$ cat src/rtl/game_session_ctrl_pkg.sv
// Shared definitions for the coin-catcher session controller.
//   state_t           : phase encodings as seen on the state output
//   SCORE_W / SEC_W   : score and seconds widths
//   *_DEF             : default round timing
//   sat_inc()         : saturating score increment
package game_pkg;

   typedef enum logic [2:0] {
      ST_IDLE  = 3'd0,
      ST_READY = 3'd1,
      ST_PLAY  = 3'd2,
      ST_PAUSE = 3'd3,
      ST_OVER  = 3'd4
   } state_t;

   localparam int unsigned SCORE_W           = 10;
   localparam int unsigned SEC_W             = 8;
   localparam int unsigned GAME_SECONDS_DEF  = 60;
   localparam int unsigned READY_SECONDS_DEF = 3;

   function automatic logic [SCORE_W-1:0] sat_inc(input logic [SCORE_W-1:0] v,
                                                  input logic [SCORE_W-1:0] max);
      return (v >= max) ? max : v + 1'b1;
   endfunction

endpackage

$ cat src/rtl/game_session_ctrl_if.sv
// Button/status bundle between the input conditioning, the session
// controller and the display/coin-spawn logic.
//   master : drives start_btn, pause_btn, coin_hit; observes status
//   slave  : the session controller
interface game_session_ctrl_if;
   import game_pkg::*;

   logic               start_btn;
   logic               pause_btn;
   logic               coin_hit;
   logic [2:0]         state;
   logic [SEC_W-1:0]   seconds;
   logic               sec_tick;
   logic               play_en;
   logic               time_up;
   logic [SCORE_W-1:0] score;
   logic [SCORE_W-1:0] high_score;
   logic               new_record;

   modport master (
      output start_btn, pause_btn, coin_hit,
      input  state, seconds, sec_tick, play_en, time_up,
             score, high_score, new_record
   );

   modport slave (
      input  start_btn, pause_btn, coin_hit,
      output state, seconds, sec_tick, play_en, time_up,
             score, high_score, new_record
   );

endinterface

$ cat src/rtl/game_session_ctrl_tick_gen.sv
// One-second prescaler for the session controller.
//   clk, reset : system clock, synchronous active-high reset
//   run        : advance the count (READY/PLAY)
//   clear      : force the count to 0 (wins over run)
//   tick       : high for the cycle the count sits at CLK_HZ-1 while running
// With run and clear both low the count is held, which is how PAUSE
// resumes mid-second.
module game_tick_gen #(
   parameter int unsigned CLK_HZ = 100_000_000
) (
   input  logic clk,
   input  logic reset,
   input  logic run,
   input  logic clear,
   output logic tick
);

   localparam int unsigned W = (CLK_HZ > 1) ? $clog2(CLK_HZ) : 1;

   logic [W-1:0] cnt;

   assign tick = run && (cnt == W'(CLK_HZ - 1));

   always_ff @(posedge clk) begin
      if (reset || clear) begin
         cnt <= '0;
      end else if (run) begin
         cnt <= tick ? '0 : cnt + 1'b1;
      end
   end

endmodule

$ cat src/rtl/game_session_ctrl.sv
// Round sequencer: IDLE -> READY countdown -> timed PLAY (pausable) -> OVER.
//   clk, reset : system clock, synchronous active-high reset
//   bus        : buttons/coin pulses in; state, seconds, sec_tick, play_en,
//                time_up, score, high_score, new_record out
// Owns the seconds counter, score and session high score; the prescaler
// lives in game_tick_gen.
module game_session_ctrl
   import game_pkg::*;
#(
   parameter int unsigned CLK_HZ        = 100_000_000,
   parameter int unsigned GAME_SECONDS  = GAME_SECONDS_DEF,
   parameter int unsigned READY_SECONDS = READY_SECONDS_DEF,
   parameter int unsigned SCORE_MAX     = 999
) (
   input  logic                clk,
   input  logic                reset,
   game_session_ctrl_if.slave  bus
);

   state_t             st;
   logic [SEC_W-1:0]   seconds;
   logic [SCORE_W-1:0] score;
   logic [SCORE_W-1:0] high_score;
   logic [SCORE_W-1:0] score_coin;
   logic               new_record;
   logic               play_en;
   logic               time_up;
   logic               tick;
   logic               run;
   logic               clear;
   logic               last_sec;

   assign run      = (st == ST_READY) || (st == ST_PLAY);
   assign last_sec = (seconds <= SEC_W'(1));
   // Outside READY/PLAY/PAUSE the prescaler sits at 0; the READY->PLAY
   // handover restarts it too (it wraps there anyway, kept explicit).
   assign clear    = (!run && (st != ST_PAUSE)) ||
                     ((st == ST_READY) && tick && last_sec);

   // Score including a coin caught this cycle; used for the final-tick
   // high-score compare so a last-moment coin counts.
   assign score_coin = bus.coin_hit ? sat_inc(score, SCORE_W'(SCORE_MAX)) : score;

   game_tick_gen #(
      .CLK_HZ (CLK_HZ)
   ) u_tick (
      .clk   (clk),
      .reset (reset),
      .run   (run),
      .clear (clear),
      .tick  (tick)
   );

   always_ff @(posedge clk) begin
      if (reset) begin
         st         <= ST_IDLE;
         seconds    <= SEC_W'(GAME_SECONDS);
         score      <= '0;
         high_score <= '0;
         new_record <= 1'b0;
         play_en    <= 1'b0;
         time_up    <= 1'b0;
      end else begin
         case (st)
            ST_IDLE: begin
               if (bus.start_btn) begin
                  st      <= ST_READY;
                  seconds <= SEC_W'(READY_SECONDS);
                  score   <= '0;
               end
            end

            ST_READY: begin
               if (tick) begin
                  if (last_sec) begin
                     st      <= ST_PLAY;
                     seconds <= SEC_W'(GAME_SECONDS);
                     play_en <= 1'b1;
                  end else begin
                     seconds <= seconds - 1'b1;
                  end
               end
            end

            ST_PLAY: begin
               score <= score_coin;
               // Final tick wins over pause; a non-final tick still
               // decrements when pause lands on the same cycle.
               if (tick && last_sec) begin
                  st      <= ST_OVER;
                  seconds <= '0;
                  play_en <= 1'b0;
                  time_up <= 1'b1;
                  if (score_coin > high_score) begin
                     high_score <= score_coin;
                     new_record <= 1'b1;
                  end else begin
                     new_record <= 1'b0;
                  end
               end else begin
                  if (tick) begin
                     seconds <= seconds - 1'b1;
                  end
                  if (bus.pause_btn) begin
                     st      <= ST_PAUSE;
                     play_en <= 1'b0;
                  end
               end
            end

            ST_PAUSE: begin
               if (bus.pause_btn || bus.start_btn) begin
                  st      <= ST_PLAY;
                  play_en <= 1'b1;
               end
            end

            ST_OVER: begin
               if (bus.start_btn) begin
                  st         <= ST_READY;
                  seconds    <= SEC_W'(READY_SECONDS);
                  score      <= '0;
                  new_record <= 1'b0;
                  time_up    <= 1'b0;
               end
            end

            default: begin
               st      <= ST_IDLE;
               play_en <= 1'b0;
               time_up <= 1'b0;
            end
         endcase
      end
   end

   assign bus.state      = st;
   assign bus.seconds    = seconds;
   assign bus.sec_tick   = tick;
   assign bus.play_en    = play_en;
   assign bus.time_up    = time_up;
   assign bus.score      = score;
   assign bus.high_score = high_score;
   assign bus.new_record = new_record;

endmodule

$ cat src/flat_wrapper.sv
// flat-port wrapper written by rule: the top's interface ports become plain ports
module game_session_ctrl_flat import game_pkg::*;
#(
   parameter int unsigned CLK_HZ        = 100_000_000,
   parameter int unsigned GAME_SECONDS  = GAME_SECONDS_DEF,
   parameter int unsigned READY_SECONDS = READY_SECONDS_DEF,
   parameter int unsigned SCORE_MAX     = 999
)
  (clk, reset, bus_start_btn, bus_pause_btn, bus_coin_hit, bus_state, bus_seconds, bus_sec_tick, bus_play_en, bus_time_up, bus_score, bus_high_score, bus_new_record);
  game_session_ctrl_if bus_i ();
  input  logic clk;
  input  logic reset;
  input wire logic [$bits(bus_i.start_btn)-1:0] bus_start_btn;
  input wire logic [$bits(bus_i.pause_btn)-1:0] bus_pause_btn;
  input wire logic [$bits(bus_i.coin_hit)-1:0] bus_coin_hit;
  output wire logic [$bits(bus_i.state)-1:0] bus_state;
  output wire logic [$bits(bus_i.seconds)-1:0] bus_seconds;
  output wire logic [$bits(bus_i.sec_tick)-1:0] bus_sec_tick;
  output wire logic [$bits(bus_i.play_en)-1:0] bus_play_en;
  output wire logic [$bits(bus_i.time_up)-1:0] bus_time_up;
  output wire logic [$bits(bus_i.score)-1:0] bus_score;
  output wire logic [$bits(bus_i.high_score)-1:0] bus_high_score;
  output wire logic [$bits(bus_i.new_record)-1:0] bus_new_record;
  assign bus_i.start_btn = bus_start_btn;
  assign bus_i.pause_btn = bus_pause_btn;
  assign bus_i.coin_hit = bus_coin_hit;
  assign bus_state = bus_i.state;
  assign bus_seconds = bus_i.seconds;
  assign bus_sec_tick = bus_i.sec_tick;
  assign bus_play_en = bus_i.play_en;
  assign bus_time_up = bus_i.time_up;
  assign bus_score = bus_i.score;
  assign bus_high_score = bus_i.high_score;
  assign bus_new_record = bus_i.new_record;
  game_session_ctrl #(.CLK_HZ(CLK_HZ), .GAME_SECONDS(GAME_SECONDS), .READY_SECONDS(READY_SECONDS), .SCORE_MAX(SCORE_MAX)) u_core (.clk(clk), .reset(reset), .bus(bus_i));
endmodule
$ cat config.mk
export PLATFORM = sky130hd
export DESIGN_NAME = game_session_ctrl_flat
export DESIGN_NICKNAME = d
export VERILOG_FILES = /design/src/rtl/game_session_ctrl_pkg.sv /design/src/rtl/game_session_ctrl_if.sv /design/src/rtl/game_session_ctrl_tick_gen.sv /design/src/rtl/game_session_ctrl.sv /design/src/flat_wrapper.sv
export SDC_FILE = /design/constraint.sdc
export NUM_CORES = 1
export LEC_CHECK = 0
export CORE_MARGIN = 3
export CORE_UTILIZATION = 30
export CTS_BUF_LIST = sky130_fd_sc_hd__clkbuf_4 sky130_fd_sc_hd__clkbuf_8
export CTS_CLUSTER_DIAMETER = 100
export DETAILED_ROUTE_END_ITERATION = 8
export PLACE_DENSITY = 0.47
export SLEW_MARGIN = 20
export SYNTH_ARGS = -nofsm -noshare
export SYNTH_HDL_FRONTEND = slang
export SYNTH_SLANG_ARGS = --single-unit
$ cat constraint.sdc
create_clock -name clk -period 2.94 [get_ports clk]
set_input_delay 0.294 -clock clk [delete_from_list [all_inputs] [get_ports clk]]
set_output_delay 0.294 -clock clk [all_outputs]
set_load 0.02 [all_outputs]
## Word-level counts from Yosys, hierarchy flattened

Index checks and enable logic that the tools add are counted.

- Flip-flop bits (word level): 61
- Latch bits: 0
- Memory bits (writable): 0
- ROM bits: 0
- Input port bits: 5
- Output and inout bits: 35
- Word-level logic and storage cells: 83
- Memories kept: 0

- $add $sub $neg: 3
- $mul: 0
- Div/mod/pow operators: 0
- Order comparisons: 3
- Equality and inequality tests: 14
- Shift-type cells: 0
- Muxes and demuxes: 30
- Bitwise gates (word level): 2
- Reductions and logical operators: 23

Operator list:

| cell | count |
|---|---|
| 2-to-1 mux 8 bit | 5 |
| 2-to-1 mux 10 bit | 3 |
| adder 27 x 1 -> 27 bit (second input constant) | 1 |
| equality test 27 bit (second input constant) | 1 |
| 2-to-1 mux 27 bit | 1 |
| case mux 8 bit (3 select lines) | 1 |
| case mux 10 bit (2 select lines) | 1 |
| 2-to-1 mux 3 bit | 6 |
| case mux 3 bit (4 select lines) | 1 |
| adder 10 x 1 -> 10 bit (second input constant) | 1 |
| >= comparator 10 bit (second input constant) | 1 |
| > comparator 10 bit | 1 |
| AND reduction 5 bit | 2 |
| 2-to-1 mux 1 bit | 9 |
| AND reduction 3 bit | 3 |
| less-or-equal comparator 8 x 1 -> 1 bit (second input constant) | 1 |
| inequality test 2 x 1 -> 1 bit (second input constant) | 4 |
| subtractor 8 x 1 -> 8 bit (second input constant) | 1 |
| equality test 3 x 2 -> 1 bit (second input constant) | 2 |
| inequality test 3 x 2 -> 1 bit (second input constant) | 2 |
| logical AND 1 bit | 5 |
| logical OR 1 bit | 4 |
| inequality test 2 bit (second input constant) | 2 |
| case mux 1 bit (4 select lines) | 1 |
| other kinds (14) | 16 |

## Longest topological paths before layout

- Word-level depth: 7
- Mapped depth: 12

## Cells and area by module

Synthesis repeated with hierarchy kept, for this count alone.

- Cell total of the unflattened synthesis: 445
- Area total of the unflattened synthesis: 3627.2 um^2

By module, submodules not included:

| module | instances | cells each | area an instance (um^2) | sequential area each (um^2) |
|---|---|---|---|---|
| game_session_ctrl | 1 | 290 | 2277.2 | 680.7 |
| game_tick_gen | 1 | 155 | 1350.0 | 540.5 |

## Worst setup path before layout

No wires, ideal clock.

- Kind: reg2reg
- Start point: register u_core.score[0] (netlist: u_core.bus.score[0])
- End point: register u_core.high_score[5] (netlist: u_core.bus.high_score[5])
- Library setup time: 0.116 ns
- Arrival: 2.923 ns
- Required time: 2.824 ns
- Path slack: -0.098 ns
- Cell stages (with the launch flop): 12
- Path buffers: 1
- Cells stage by stage: dfxtp_1 ha_1 a211o_1 nand4_1 nand3_1 ha_1 a211oi_1 o211ai_1 o311ai_0 buf_2 a2111oi_0 a31o_1

- Cells in the longest elaborated chain, start to end: 5

Ends and longest elaborated chain:

| item | RTL line | text |
|---|---|---|
| start, declared | game_session_ctrl.sv:22 | `logic [SCORE_W-1:0] score;` |
| start signal, assigned | game_session_ctrl.sv:86 | `score <= score_coin;` |
| adder 10 x 1 -> 10 bit / >= comparator 10 bit (equally long branches) | game_session_ctrl_pkg.sv:23 | `return (v >= max) ? max : v + 1'b1;` |
| 2-to-1 mux 10 bit * | game_session_ctrl_pkg.sv:23 |  |
| 2-to-1 mux 10 bit * | game_session_ctrl.sv:42 | `assign score_coin = bus.coin_hit ? sat_inc(score, SCORE_W'(SCORE_MAX)) : score;` |
| named net u_core.score_coin[7] | game_session_ctrl.sv:24 | `logic [SCORE_W-1:0] score_coin;` |
| > comparator 10 bit * | game_session_ctrl.sv:94 | `if (score_coin > high_score) begin` |
| AND reduction 3 bit (no line) * | n/a |  |
| end signal, assigned | game_session_ctrl.sv:95 | `high_score <= score_coin;` |
| end, declared | game_session_ctrl.sv:23 | `logic [SCORE_W-1:0] high_score;` |

The timed path passes the listed nets; every way through them passes the cells marked *.
A chain may end at the register's enable or synchronous reset.

## Worst setup path after layout

- Start point: register u_core.score[0] (netlist: u_core.bus.score[0])
- End point: register u_core.high_score[8] (netlist: u_core.bus.high_score[8])

- Cells in the longest elaborated chain, start to end: 5

Ends and longest elaborated chain:

| item | RTL line |
|---|---|
| adder 10 x 1 -> 10 bit / >= comparator 10 bit (equally long branches) | game_session_ctrl_pkg.sv:23 |
| 2-to-1 mux 10 bit | game_session_ctrl_pkg.sv:23 |
| 2-to-1 mux 10 bit * | game_session_ctrl.sv:42 |
| > comparator 10 bit | game_session_ctrl.sv:94 |
| AND reduction 3 bit (no line) | n/a |

Mark *: on every way between the ends. The rest lies on a longest branch, timed or not.

==> flow_summary_export.csv <==
group,metric,value,unit
cells_and_area,mostFrequentLayoutCells,"dfxtp_1, nor2_1, clkdlybuf4s50_1, buf_4, nand2_1",
die,core_area,11600,µm²
place,placed_cell_area,4330,µm²
setup_path,endpoint_kind,"flip-flop",
setup_path,crit_path_top_delay_cell,"or4b_1",
setup_path,critPathArrivalTime,3.02,ns
die,fp.dieH,115,µm
hold_path,worstHoldPathType,"reg2reg",
global_routing,grt-ovfl-total,0,
outcome,status,"complete, no violations",
power_and_ir_drop,comb_power_share,9.6,%
power_and_ir_drop,seq_power_share,47.4,%
global_routing,grt_max_degree,27,
clock_tree,cts_tree,"yes",
run,maxCapViolations,0,
power_and_ir_drop,p_sw_share,25.9,%
yosys,syn_area,3580,µm²
global_routing,grt_pass1_wl,16400,µm
cells_and_area,nets,520,
setup_path,crit_type,"reg2reg",
setup_path,path_cells,"ha_2 -> a211o_1 -> nand3_1 -> nand3_1 -> o21ai_0 -> ha_1 -> nand2b_1 -> a211oi_2 -> o311ai_1 -> buf_4 -> or4b_1 -> o31ai_1",
yosys,synth_edf_count,0,
timing,fin_skew,0.00968,ns
timing,max-slew-margin-rel,53.3,%
power_and_ir_drop,power_density,395,nW/µm²
die,die_w,115,µm
timing,drv_slew,0,
power_and_ir_drop,p_leak,1.60,nW
setup_path,cp-start-kind,"flip-flop",
place,dp.final_hpwl,7470,µm
detailed_routing,dr.pass1.iters,4,
yosys,yosysUniqueCellTypes,60,
cells_and_area,stdcell_area,4560,µm²
yosys,ys_ff_latch,61,
yosys,synthArstFlopShare,0,%
cells_and_area,final_cells,648,
detailed_routing,drt_iter0_drc,195,
setup_path,cp_top_family,"simple AND/OR/NAND/NOR gates",
power_and_ir_drop,fin_total_pwr,0.00180,W
power_and_ir_drop,switchingPower,0.000466,W
setup_path,crit_buf_inv,1,
detailed_routing,via_per_inst,5.27,
timing,setup_viol,0,
clock_tree,clock_sinks,61,
yosys,yosysWarningCount,0,
detailed_routing,totalWireLength,9980,µm
die,rows,39,
setup_path,slowest_delay,0.47,ns
yosys,syn-instance-count,435,
die,num_io_pins,40,
detailed_routing,drcViolationCount,0,
clock_tree,clk_pin_slew,0.07,ns
setup_path,cpMostUsedCell,"nand3_1",
timing,post-route-min-period,2.76,ns
yosys,synth.avg_cell_area,8.24,µm²
cells_and_area,multi_input_area,2180,µm²
yosys,ys_seq_area_share,34.1,%
die,dieArea,13300,µm²
yosys,synthFlopType,"dfxtp_1",
place,gp_congestion,0.848,
timing,worst_pin_slew,0.698,ns
global_routing,grt_usage,15.6,%
cells_and_area,antenna_cells,0,
power_and_ir_drop,clockPowerShare,43.0,%
setup_path,critPathMaxFanout,6,
power_and_ir_drop,internal-power,0.00134,W
cells_and_area,regArea,1220,µm²
place,dp_cells,631,
global_routing,grt_antenna_before_repair,0,
clock_tree,h-tree-depth,3,
clock_tree,holdBufCountCts,0,
detailed_routing,drtAntennaViolNets,0,
timing,fmax,363,MHz
detailed_routing,dr_total_vias,3416,
power_and_ir_drop,irDropWorstVdd,0.238,mV
setup_path,critPathRequiredTime,3.20,ns
global_routing,grt_pass1_vias,3206,
cells_and_area,drive_gt1_share,14.5,%
clock_tree,numCtsBuffers,9,
die,initial_utilization,31.0,%
cells_and_area,area_delta_synth_final,27.3,%
clock_tree,clk-insertion-delay-late,0.35,ns
timing,final.setup.tns,0,ns
cells_and_area,final_common_cell,"dfxtp_1",
timing,finalCritPeriodShare,93.8,%
detailed_routing,wire_per_inst,15.4,µm
place,numPortBuffers,39,
cells_and_area,num-fill-cells,1182,
clock_tree,root_buffer,"clkbuf_8",
timing,hold_viol,0,
cells_and_area,postLayoutCoreUtil,39.4,%
clock_tree,cts_buffer_depth,2,
yosys,synth_nets,454,
[cell families (layout without fill, tap and decap cells)]
logic type      after synthesis  in the layout  synth area share [%]
mux                           2              2                 0.559
simple gates                184            184                  27.7
fa+ha+maj                    14             14                  4.89
buf+inv                      43            113                  5.38
xor+xnor                     28             28                  6.84
flops                        61             61                  34.1
compound gates              103            103                  20.5
[worst reg2reg max path, delay by kind of cell, from the launching register on]
| kind | cells | cell delay (ns) |
|---|---|---|
| fa+ha+maj | 2 | 0.46 |
| simple gates | 4 | 0.92 |
| compound gates | 5 | 0.77 |
| flops | 1 | 0.34 |
| buf+inv | 1 | 0.18 |
[through the flow]
| stage | setup slack (ns) | hold slack, ns |
|---|---|---|
| after floorplan | 0.00443 | 0.459 |
| after global placement | -0.117 | 0.488 |
| after detailed placement | -0.178 | 0.492 |
| after CTS | 0.0864 | 0.502 |
| after global routing | -0.00130 | 0.535 |
| final | 0.183 | 0.502 |
[timing repair]
item | CTS | global route
resized for setup | 0 | 7
setup endpoints to repair | 0 | 9
setup buffers | 0 | 2
[worst paths after layout]
path | startpoint | to | slack, ns | depth (start not counted)
setup / recovery | u_core.bus.score[0] | u_core.bus.high_score[8] | 0.18 | 12
hold / removal | u_core.bus.play_en | u_core.bus.play_en | 0.50 | 2
setup reg to reg | u_core.bus.score[0] | u_core.bus.high_score[8] | 0.18 | 12
hold reg to reg | u_core.bus.play_en | u_core.bus.play_en | 0.50 | 2
[routing by layer]
metal	GRT usage, %	share of wire (%)	vias to the layer above
met5	0	0	-
met4	5.40	0.76	0
met3	3.16	4.7	8
met2	21.8	42	71
met1	23.5	52	1606
li1	-	-	1731
[cells in the mapped netlist (all sizes together) (9+ instances only)]
master	n	share of area, %
xnor2	9	2.2
a21oi	17	2.4
nor3	10	1.7
o21ai	20	2.8
dfxtp	61	34
inv	18	1.9
o211ai	9	1.9
nand3	24	3.4
xor2	19	4.6
nor2	49	5.1
clkbuf	16	1.7
nand4	18	3.3
a22oi	10	2.1
buf	9	1.8
nand2	32	3.4
a211oi	11	2.4
ha	14	4.9
[final cells by class]
type	count	share of cell area (%)
clock buffers	11	3.32
inverters	18	1.48
clock inverters	4	1.04
flip-flops and latches	61	26.8
well taps	143	3.92
repair buffers	80	15.7
multi-input cells	331	47.8
[power by group through the flow]
stage               clock network [W]  registers, W   logic, W
global route                 0.000838      0.000856   0.000190
CTS                          0.000805      0.000854   0.000173
floorplan                           0      0.000881  0.0000961
global placement                    0      0.000873   0.000173
finish                       0.000775      0.000854   0.000173
detailed placement                  0      0.000873   0.000171
[flip-flops by register name (all words and copies together) (netlist names)]
signal,cells
u_core.bus.high_score,10
u_core.bus.new_record,1
u_core.bus.play_en,1
u_core.bus.score,10
u_core.bus.seconds,8
u_core.bus.state,3
u_core.bus.time_up,1
u_core.u_tick.cnt,27
No activity file was read; power rests on OpenSTA's default activity.
